### src/rtl/uart_pkg.sv
// Shared UART definitions: FSM states, oversampling geometry and the vote helper.
// Imported by both the receiver and the transmitter.
package uart_pkg;

   typedef enum logic [1:0] {
      IDLE  = 2'd0,
      START = 2'd1,
      DATA  = 2'd2,
      STOP  = 2'd3
   } uart_state_e;

   localparam int OVERSAMPLE = 16;
   localparam int DATA_BITS  = 8;

   localparam logic [3:0] VOTE_S0 = 4'd7;
   localparam logic [3:0] VOTE_S1 = 4'd8;
   localparam logic [3:0] VOTE_S2 = 4'd9;

   function automatic logic majority3(input logic a, input logic b, input logic c);
      return (a & b) | (a & c) | (b & c);
   endfunction

endpackage

### src/rtl/uart_tick_gen.sv
// Oversample tick generator: one-cycle pulse every CLKS_PER_TICK clocks while enabled.
// The counter sits at zero whenever the enable is low, so every frame starts phase-aligned.
module uart_tick_gen #(
   parameter int CLKS_PER_TICK = 326
) (
   input  logic iClk,
   input  logic iRst,
   input  logic iEn,
   output logic oTick
);

   localparam int            CW   = (CLKS_PER_TICK > 1) ? $clog2(CLKS_PER_TICK) : 1;
   localparam logic [CW-1:0] LAST = CW'(CLKS_PER_TICK - 1);

   logic [CW-1:0] cnt_q, cnt_d;

   always_comb begin
      cnt_d = '0;
      if (iEn && (cnt_q != LAST))
         cnt_d = cnt_q + CW'(1);
   end

   always_ff @(posedge iClk or posedge iRst) begin
      if (iRst) cnt_q <= '0;
      else      cnt_q <= cnt_d;
   end

   assign oTick = iEn && (cnt_q == LAST);

endmodule

### src/rtl/uart_rx_os16.sv
// 16x-oversampling 8N1 UART receiver with 3-sample majority vote,
// valid/ack output handshake, framing-error pulse and sticky overrun flag.
module uart_rx_os16
   import uart_pkg::*;
#(
   parameter int CLKS_PER_TICK = 326
) (
   input  logic       iClk,
   input  logic       iRst,
   input  logic       iRx,
   input  logic       iAck,
   output logic [7:0] oData,
   output logic       oValid,
   output logic       oFrameErr,
   output logic       oOverrun,
   output logic       oBusy
);

   uart_state_e state_q, state_d;
   logic       rx_meta_q, rx_s_q;
   logic [3:0] samp_q, samp_d;
   logic [2:0] bit_q, bit_d;
   logic [1:0] vote_q, vote_d;
   logic [7:0] shreg_q, shreg_d;
   logic [7:0] data_q, data_d;
   logic       valid_q, valid_d;
   logic       ferr_q, ferr_d;
   logic       ovr_q, ovr_d;
   logic       tick, decide, wrap, bit_val;

   uart_tick_gen #(.CLKS_PER_TICK(CLKS_PER_TICK)) u_tick (
      .iClk  (iClk),
      .iRst  (iRst),
      .iEn   (state_q != IDLE),
      .oTick (tick)
   );

   assign decide  = tick && (samp_q == VOTE_S2);
   assign wrap    = tick && (samp_q == 4'(OVERSAMPLE - 1));
   assign bit_val = majority3(vote_q[0], vote_q[1], rx_s_q);

   always_comb begin
      state_d = state_q;
      samp_d  = samp_q;
      bit_d   = bit_q;
      vote_d  = vote_q;
      shreg_d = shreg_q;
      data_d  = data_q;
      valid_d = valid_q;
      ferr_d  = 1'b0;
      ovr_d   = ovr_q;

      if (valid_q && iAck) begin
         valid_d = 1'b0;
         ovr_d   = 1'b0;
      end

      if (tick) samp_d = samp_q + 4'd1;
      if (tick && (samp_q == VOTE_S0)) vote_d[0] = rx_s_q;
      if (tick && (samp_q == VOTE_S1)) vote_d[1] = rx_s_q;

      case (state_q)
         IDLE: begin
            samp_d = '0;
            if (!rx_s_q) state_d = START;
         end
         START: begin
            if (decide && bit_val) begin
               state_d = IDLE;
            end else if (wrap) begin
               state_d = DATA;
               bit_d   = '0;
            end
         end
         DATA: begin
            if (decide) shreg_d = {bit_val, shreg_q[7:1]};
            if (wrap) begin
               if (bit_q == 3'(DATA_BITS - 1)) state_d = STOP;
               else                            bit_d   = bit_q + 3'd1;
            end
         end
         STOP: begin
            // Leave at mid-stop so a back-to-back start edge is not missed.
            if (decide) begin
               state_d = IDLE;
               if (bit_val) begin
                  data_d  = shreg_q;
                  valid_d = 1'b1;
                  if (valid_q && !iAck) ovr_d = 1'b1;
               end else begin
                  ferr_d = 1'b1;
               end
            end
         end
         default: state_d = IDLE;
      endcase
   end

   always_ff @(posedge iClk or posedge iRst) begin
      if (iRst) begin
         rx_meta_q <= 1'b1;
         rx_s_q    <= 1'b1;
         state_q   <= IDLE;
         samp_q    <= '0;
         bit_q     <= '0;
         vote_q    <= '0;
         shreg_q   <= '0;
         data_q    <= '0;
         valid_q   <= 1'b0;
         ferr_q    <= 1'b0;
         ovr_q     <= 1'b0;
      end else begin
         rx_meta_q <= iRx;
         rx_s_q    <= rx_meta_q;
         state_q   <= state_d;
         samp_q    <= samp_d;
         bit_q     <= bit_d;
         vote_q    <= vote_d;
         shreg_q   <= shreg_d;
         data_q    <= data_d;
         valid_q   <= valid_d;
         ferr_q    <= ferr_d;
         ovr_q     <= ovr_d;
      end
   end

   assign oData     = data_q;
   assign oValid    = valid_q;
   assign oFrameErr = ferr_q;
   assign oOverrun  = ovr_q;
   assign oBusy     = (state_q != IDLE);

endmodule

### config.mk
export PLATFORM = sky130hd
export DESIGN_NAME = uart_rx_os16
export DESIGN_NICKNAME = d
export VERILOG_FILES = /design/src/rtl/uart_pkg.sv /design/src/rtl/uart_tick_gen.sv /design/src/rtl/uart_rx_os16.sv
export SDC_FILE = /design/constraint.sdc
export NUM_CORES = 1
export LEC_CHECK = 0
export ABC_AREA = 1
export BUFFER_PORTS_ARGS = -buffer_cell sky130_fd_sc_hd__buf_2
export CAP_MARGIN = 20
export CORE_UTILIZATION = 30
export DETAILED_ROUTE_END_ITERATION = 6
export SYNTH_ARGS = -nofsm -noshare
export SYNTH_HDL_FRONTEND = slang
export SYNTH_HIERARCHICAL = 1
export SYNTH_SLANG_ARGS = --single-unit
### constraint.sdc
create_clock -name iClk -period 2.4 [get_ports iClk]
set_input_delay 0.48 -clock iClk [delete_from_list [all_inputs] [get_ports iClk]]
set_output_delay 0.48 -clock iClk [all_outputs]
set_load 0.02 [all_outputs]
# Yosys cells after proc, flatten, opt, wreduce, memory -nomap -nowiden
# Cells that the tools add are included.
[word_totals] regBits=41 inputBits=4 out_inout_bits=12 wordCells=84
[classes] n_addsub=3 n_eq_ne=18 mux=27 bitwise_logic=5 reduce_logical=18
[op_table] cell="2-bit != test, second input constant" n=7
[op_table] cell="4-bit == test, second input constant" n=3
[op_table] cell="1-bit two-way mux" n=12
[op_table] cell="2-bit two-way mux" n=6
[op_table] cell="3-bit two-way mux" n=4
[op_table] cell="5-bit AND reduction" n=2
[op_table] cell="9-bit by 1-bit adder with 9-bit output, second input constant" n=1
[op_table] cell="9-bit == test, second input constant" n=1
[op_table] cell="1-bit logical AND" n=9
[op_table] cell="9-bit two-way mux" n=1
[op_table] cell="9-bit != test, second input constant" n=1
[op_table] cell="4-bit two-way mux" n=2
[op_table] cell="2-bit one-hot mux with 4 select lines" n=1
[op_table] cell="3-bit one-hot mux with 2 select lines" n=1
[op_table] cell="2-bit nonzero test" n=3
[op_table] cell="4-bit by 1-bit adder with 4-bit output, second input constant" n=1
[op_table] cell="2-bit == test, second input constant" n=2
[op_table] cell="4-bit by 3-bit == test with 1-bit output, second input constant" n=1
[op_table] cell="3-bit by 1-bit adder with 3-bit output, second input constant" n=1
[op_table] cell="1-bit AND" n=3
[op_table] cell="3-bit == test, second input constant" n=1
[op_table] cell="3-bit != test, second input constant" n=1
[op_table] cell="3-bit AND reduction" n=1
[op_table] cell="2-bit by 1-bit == test with 1-bit output, second input constant" n=1
[op_table] cell="4 further kinds" n=5

# Longest topological paths before layout
# Gate-level depths: netlist of run 1.
[logic_depth] depth_word=6 mapped_depth=16 ltp_nobuf=15

# Hierarchy
# The synthesis of run 1 kept the hierarchy.
[modules_own_cells] mod="uart_rx_os16" instances=1 cells_each=158 area_per_inst_um2=1458.9 seq_area_each_um2=803.3
[modules_own_cells] mod="uart_tick_gen" instances=1 cells_each=69 area_per_inst_um2=498.0 seq_area_each_um2=225.2

# Worst setup path after synthesis of run 1
# OpenSTA, ideal clock, no wires.
[synth_timing] path_kind="flip-flop to flip-flop" from="register state_q[0]" to="register data_q[7] (netlist: oData[7])" arrival_ps=1690 required_ps=2283 path_slack_ps=593 path_stages_with_launch=14 path_buffers=2 period_less_slack_ps=1807 path_cell_list="dfrtp_1 -> nor2_1 -> inv_1 -> inv_1 -> nor2_1 -> buf_6 -> nand2_4 -> nor2_4 -> nand2_2 -> nor2_4 -> inv_2 -> buf_6 -> nand2_2 -> o21ai_2"
[synth_between] elab_chain_len=4 word_cells_on_any_way=5
[synth_lines] element="start, declared" line_no="uart_rx_os16.sv:19" rtl="uart_state_e state_q, state_d;"
[synth_lines] element="start signal, assigned" line_no="uart_rx_os16.sv:115" rtl="state_q <= state_d;"
[synth_lines] element="2-bit nonzero test"
[synth_lines] element="via oBusy" line_no="uart_rx_os16.sv:16" rtl="output logic oBusy"
[synth_lines] element="1-bit logical AND" line_no="uart_tick_gen.sv:28" rtl="assign oTick = iEn && (cnt_q == LAST);"
[synth_lines] element="via tick" line_no="uart_rx_os16.sv:29" rtl="logic tick, decide, wrap, bit_val;"
[synth_lines] element="1-bit logical AND" line_no="uart_rx_os16.sv:38" rtl="assign decide = tick && (samp_q == VOTE_S2);"
[synth_lines] element="3-bit AND reduction (no source line)"
[synth_lines] element="end signal, assigned" line_no="uart_rx_os16.sv:120" rtl="data_q <= data_d;"
[synth_lines] element="end, declared" line_no="uart_rx_os16.sv:25" rtl="logic [7:0] data_q, data_d;"
# The timed path passes the listed nets, and every way through them passes these cells.
# A chain may end at the register's enable or synchronous reset.

# Worst setup path in the final report of run 1
[layout_timing] from="register u_tick.cnt_q[0]" to="register data_q[5] (netlist: oData[5])"
[layout_between] elab_chain_len=4
[layout_lines] element="start, declared" line_no="uart_tick_gen.sv:15" rtl="logic [CW-1:0] cnt_q, cnt_d;"
[layout_lines] element="start signal, assigned" line_no="uart_tick_gen.sv:25" rtl="else cnt_q <= cnt_d;"
[layout_lines] element="9-bit == test" line_no="uart_tick_gen.sv:28"
[layout_lines] element="1-bit logical AND" line_no="uart_tick_gen.sv:28"
[layout_lines] element="via tick" line_no="uart_rx_os16.sv:29"
[layout_lines] element="1-bit logical AND" line_no="uart_rx_os16.sv:38"
[layout_lines] element="3-bit AND reduction (no source line)"
# The timed path passes the listed nets, and every way through them passes these cells.

==> flow_summary.json, run 1 <==
{
  "syn-num-nets": 238,
  "hold_viol_final": 0,
  "portBuffers": 15,
  "syn_avg_cell_area_um2": 8.62,
  "viasPerCell": 4.34,
  "synthesis.area_um2": 1960,
  "finalClockSkew_ns": 0.00954,
  "grt_max_degree": 33,
  "finalPower_mw": 1.28,
  "diodes": 0,
  "cp_max_fo": 16,
  "post_cts_buffers": 0,
  "htree_levels": 2,
  "synth_cell_types": 21,
  "clkTransAtPathRegs_ns": 0.08,
  "ios": 16,
  "track_usage": 0.112,
  "fin_crit_sh": 0.816,
  "cp-startpoint": "u_tick/cnt_q[0]",
  "cts_tree": "yes",
  "wirelength_um": 3270,
  "critPathLaunchType": "register",
  "cp-end-kind": "register",
  "worstPathRequired_ns": 2.58,
  "max_cap_violations": 0,
  "r2r_start": "u_tick/cnt_q[0]",
  "r2r_end": "oData[5]",
  "tns_ns": 0,
  "outcome": "completed",
  "r2r_cells": 12,
  "max_freq_mhz": 511,
  "crit_path_max_incr_delay_ns": 0.42,
  "clock-sinks": 41,
  "gp_congestion": 0.806,
  "synthTopCellsByArea": "dfrtp_1 50%, nand2_1 11%, inv_1 6.5%",
  "drtIter0Drc": 77,
  "fin_util": 0.352,
  "worst_pin_slew_ns": 0.407,
  "cp.buffers_inverters": 1,
  "syn-instance-count": 227,
  "setup_viol": 0,
  "relSlewSlack": 0.728,
  "cts_resized": 0,
  "synth_top_area_frac": 0.499,
  "ant_nets": 0,
  "path_cells": "ha_1, nand2_1, nor2_1, nand2_1, nor2_1, nand2_4, nor2_4, nand2_2, nor2_4, inv_2, nand2_1, o21ai_2",
  "worstPathArrival_ns": 2.14,
  "max-vdd-ir-drop_mv": 0.252,
  "synth_largest_area_cell": "dfrtp_1",
  "via_count": 1416,
  "place_hpwl_um": 2380,
  "wl_per_cell_um": 10.0,
  "crit_family": "simple AND/OR/NAND/NOR gates",
  "start_util": 0.310,
  "rsz0062_at_grt": "false",
  "grt_pass1_wl_um": 5600,
  "crit_end": "oData[5]",
  "die_w_um": 82.8,
  "cts_buffers": 5,
  "layout-drive-gt1-share": 0.181,
  "rows": 29,
  "clock-root-buffer": "clkbuf_8",
  "seq_area_frac_synth": 0.526,
  "r2r_slack_ns": 0.44,
  "nets": 259,
  "die_y_um": 82.8,
  "cts_hold_buf": 0,
  "die_area_um2": 6850,
  "antenna_found_initial": 0,
  "core_area_um2": 6310,
  "grt-ovfl-total": 0,
  "p_per_area_nw_per_um2": 574,
  "p_leak_nw": 1.11,
  "clock_latency_ns": 0.30,
  "slew_violations": 0,
  "first_global_vias": 1290,
  "yosysWarnings": 6,
  "dr.pass1.iters": 4,
  "cpMostUsedCell": "nand2_1",
  "clockBufferDepth": 2,
  "drc": 0,
  "worst-path-stages": 12,
  "synth_seq_cells": 41,
  "crit_type": "reg2reg",
  "worst_path_max_delay_cell": "dfrtp_1",
  "hold_class": "in2async",
  "area_growth_pct": 13.7,
  "fin_crit_ns": 1.96
}
## layout make-up
class / instances / area (um^2)
Tap cell: 77 / 96.3
Clock inverter: 3 / 46.3
Clock buffer: 5 / 68.8
Inverter: 35 / 131
Multi-Input combinational cell: 148 / 763
Timing Repair Buffer: 17 / 90.1
Sequential cell: 41 / 1030
Fill cell: 666 / 4090
## synth_stat cells
library cell  number
inv_1             34
nor2_2             3
a31oi_1            1
dfstp_2            2
o21ai_0           14
nand4_1            2
nand2_2            3
dfrtp_1           39
nand3_1            8
o21ai_2            7
ha_1               7
xor2_1             2
nand2_4            1
nor3_1             3
buf_6              3
xnor2_1            1
inv_2              1
nor2_4             3
nor2_1            25
nand2_1           58
a21oi_1           10
## worst min-delay path by stage
stage,startpoint,to,slack [ns],cells past startpoint
4_1_cts,iRst,u_tick/cnt_q[3],0.16,2
6_report,iRst,u_tick/cnt_q[5],0.15,2
2_1_floorplan,iRst,u_tick/cnt_q[0],0.31,1
3_3_place_gp,rx_meta_q,rx_s_q,0.35,0
5_1_grt,iRst,u_tick/cnt_q[5],0.18,2
3_5_place_dp,rx_meta_q,rx_s_q,0.35,0
## layout by cell type (no fill, tap or decap), types with 3 or more instances in the layout
cell / synthesis / layout
nor2_2: 3 / 3
nor2_1: 25 / 25
nor3_1: 3 / 3
nand2_2: 3 / 3
dfrtp_1: 39 / 39
ha_1: 7 / 7
clkbuf_8: 0 / 5
a21oi_1: 10 / 10
inv_1: 34 / 34
o21ai_2: 7 / 7
nor2_4: 3 / 3
buf_2: 0 / 15
o21ai_0: 14 / 14
nand2_1: 58 / 58
nand3_1: 8 / 8
## layer usage
layer	part of all wire	GRT usage	vias up	routed length, um
met4	0.021	0.0621	0	70
met2	0.46	0.174	20	1490
met1	0.49	0.137	641	1600
li1	-	-	750	-
met5	0	0	-	0
met3	0.033	0.0363	5	109
## stage by stage
stage	hold slack (ns)	area [um^2]	setup slack [ns]	std cells
2_1_floorplan	0.308	1960	0.593	227
3_3_place_gp	0.347	2110	0.461	318
3_5_place_dp	0.348	2110	0.414	318
4_1_cts	0.162	2220	0.410	326
5_1_grt	0.176	2220	0.207	326
6_report	0.152	2220	0.441	326
## flip-flops by register name (all words and copies together) (netlist names), named ones only
name / flops
u_tick/cnt_q: 9
bit_q: 3
rx_s_q: 1
state_q: 1
oData: 8
oValid: 1
vote_q: 2
samp_q: 4
oFrameErr: 1
shreg_q: 8
rx_meta_q: 1
## power breakdown
group | leakage, nW | internal (mW) | switching (mW)
clock | 0.0543 | 0.311 | 0.248
sequential | 0.550 | 0.695 | 0.00173
combinational | 0.503 | 0.00472 | 0.0174
total | 1.11 | 1.01 | 0.267
## kinds of logic after synthesis
logic type,synth area share
adder cells (fa/ha/maj),0.0448
AND/OR/NAND/NOR,0.236
buffers and inverters,0.0844
flip-flops,0.526
XOR/XNOR,0.0134
AO/OA/AOI/OAI,0.0959
Note: power is estimated with default switching activity, not from simulation.
==> inputs of run 2 (changes only) <==
clock period = 2.05 ns   (was 2.4 ns; I/O delays follow)
==> flow_summary.json, run 2 (synthesis results as in run 1) <==
{
  "place_hpwl_um": 2360,
  "diodes": 0,
  "clockBufferDepth": 2,
  "grt_max_degree": 33,
  "viasPerCell": 4.36,
  "largest_reg_flops": 9,
  "p_leak_nw": 1.15,
  "grt-ovfl-total": 0,
  "cts_tree": "yes",
  "area_growth_pct": 17.6,
  "portBuffers": 15,
  "final_common_cell": "nand2_1",
  "fin_crit_sh": 0.920,
  "slew_violations": 0,
  "r2r_slack_ns": 0.16,
  "gp_congestion": 0.769,
  "final_cell_mix": "58 x nand2_1, 38 x dfrtp_1, 34 x inv_1",
  "hold_viol_final": 0,
  "rsz0062_at_grt": "true",
  "nets": 265,
  "crit_family": "simple AND/OR/NAND/NOR gates",
  "worstPathArrival_ns": 2.07,
  "setup_viol": 0,
  "cpMostUsedCell": "nand2_1",
  "worst_path_max_delay_cell": "dfrtp_1",
  "max_cap_violations": 0,
  "grt_pass1_wl_um": 5790,
  "first_global_vias": 1281,
  "start_util": 0.310,
  "die_y_um": 82.8,
  "largest_register": "u_tick/cnt_q",
  "wl_per_cell_um": 9.96,
  "outcome": "completed",
  "hold_class": "in2async",
  "via_count": 1446,
  "gr-usage-met3": 0.0330,
  "worstPathRequired_ns": 2.24,
  "r2r_cells": 16,
  "crit_path_max_incr_delay_ns": 0.40,
  "ios": 16,
  "drtIter0Drc": 75,
  "die_w_um": 82.8,
  "cp.buffers_inverters": 2,
  "wirelength_um": 3310,
  "htree_levels": 2,
  "max_freq_mhz": 530,
  "layout-drive-gt1-share": 0.212,
  "dr.pass1.iters": 4,
  "nFillCells": 644,
  "cp-end-kind": "register",
  "busiest_layer": "met2",
  "track_usage": 0.114,
  "grt_use_met1": 0.146,
  "fin_util": 0.364,
  "core_area_um2": 6310,
  "rows": 29,
  "path_cells": "inv_1, ha_1, nand2_1, nor2_1, nand2_1, nor2_1, buf_4, nand2_4, nor2_4, nor2_2, nor2_2, nand3_1, nand2_1, nand2_1, nand2_1, nand2_1",
  "relSlewSlack": 0.734,
  "drc": 0,
  "antenna_found_initial": 0,
  "p_per_area_nw_per_um2": 705,
  "clock_latency_ns": 0.29,
  "cts_hold_buf": 0,
  "worst_pin_slew_ns": 0.398,
  "r2r_start": "u_tick/cnt_q[1]",
  "met2_usage": 0.176,
  "ant_nets": 0,
  "clock-root-buffer": "clkbuf_8",
  "fin_crit_ns": 1.89,
  "finalPower_mw": 1.62,
  "die_area_um2": 6850,
  "finalClockSkew_ns": 0.0113,
  "max-vdd-ir-drop_mv": 0.536,
  "clock-sinks": 41,
  "cts_buffers": 5,
  "crit_type": "reg2reg",
  "cp_max_fo": 5,
  "clkTransAtPathRegs_ns": 0.08,
  "critPathLaunchType": "register"
}
==> run 2: metrics by stage <==
stage	cells	setup slack, ns	area (um^2)	TNS [ns]	hold slack, ns
5_1_grt	332	-0.102	2300	-0.183	0.0998
6_report	332	0.165	2300	0	0.0846
4_1_cts	327	0.113	2250	0	0.0841
3_3_place_gp	319	0.148	2120	0	0.346
3_5_place_dp	319	0.118	2120	0	0.347
2_1_floorplan	227	0.243	1960	0	0.238
==> run 2: what timing repair did <==
item,CTS,global route
setup buffers,0,5
gates resized for setup,0,5
endpoints found under the setup margin,0,22
==> run 2: worst max path at each step <==
stage,to,slack [ns],start,depth (start not counted)
after global placement,register,0.15,u_tick/cnt_q[0],13
after floorplan,oData[7],0.24,state_q[0],13
after detailed placement,oData[5],0.12,u_tick/cnt_q[0],13
after CTS,oData[5],0.11,u_tick/cnt_q[0],13
after global routing,register,-0.10,u_tick/cnt_q[1],16
final,register,0.16,u_tick/cnt_q[1],16
==> run 2: worst reg2reg max path: cells and delay by family, from the launching register on <==
family | cells | cell delay [ns]
adders and majority gates | 1 | 0.13
buffers and inverters | 2 | 0.21
DFF | 1 | 0.40
and+or+nand+nor | 13 | 1.06
==> run 2: routing by layer <==
metal  up-vias  part of all wire
met1       663              0.49
met3         6             0.033
met4         0             0.021
li1        758                 -
met5         -                 0
met2        19              0.45
==> run 2: cell type report <==
| cell class | instances | area (um^2) | share of cell area |
|---|---|---|---|
| Inverter | 35 | 134 | 0.0582 |
| Clock buffer | 5 | 68.8 | 0.0299 |
| Clock inverter | 3 | 68.8 | 0.0299 |
| Timing Repair Buffer | 23 | 135 | 0.0587 |
| Sequential cell | 41 | 1030 | 0.448 |
| Multi-Input combinational cell | 148 | 768 | 0.334 |
| Tap cell | 77 | 96.3 | 0.0419 |
==> run 2: power by group <==
group          leakage [nW]  total [mW]  internal (mW)  switching [mW]
sequential            0.548       0.815          0.813         0.00223
clock                0.0687       0.780          0.490           0.290
combinational         0.534      0.0258        0.00551          0.0203
total                  1.15        1.62           1.31           0.312
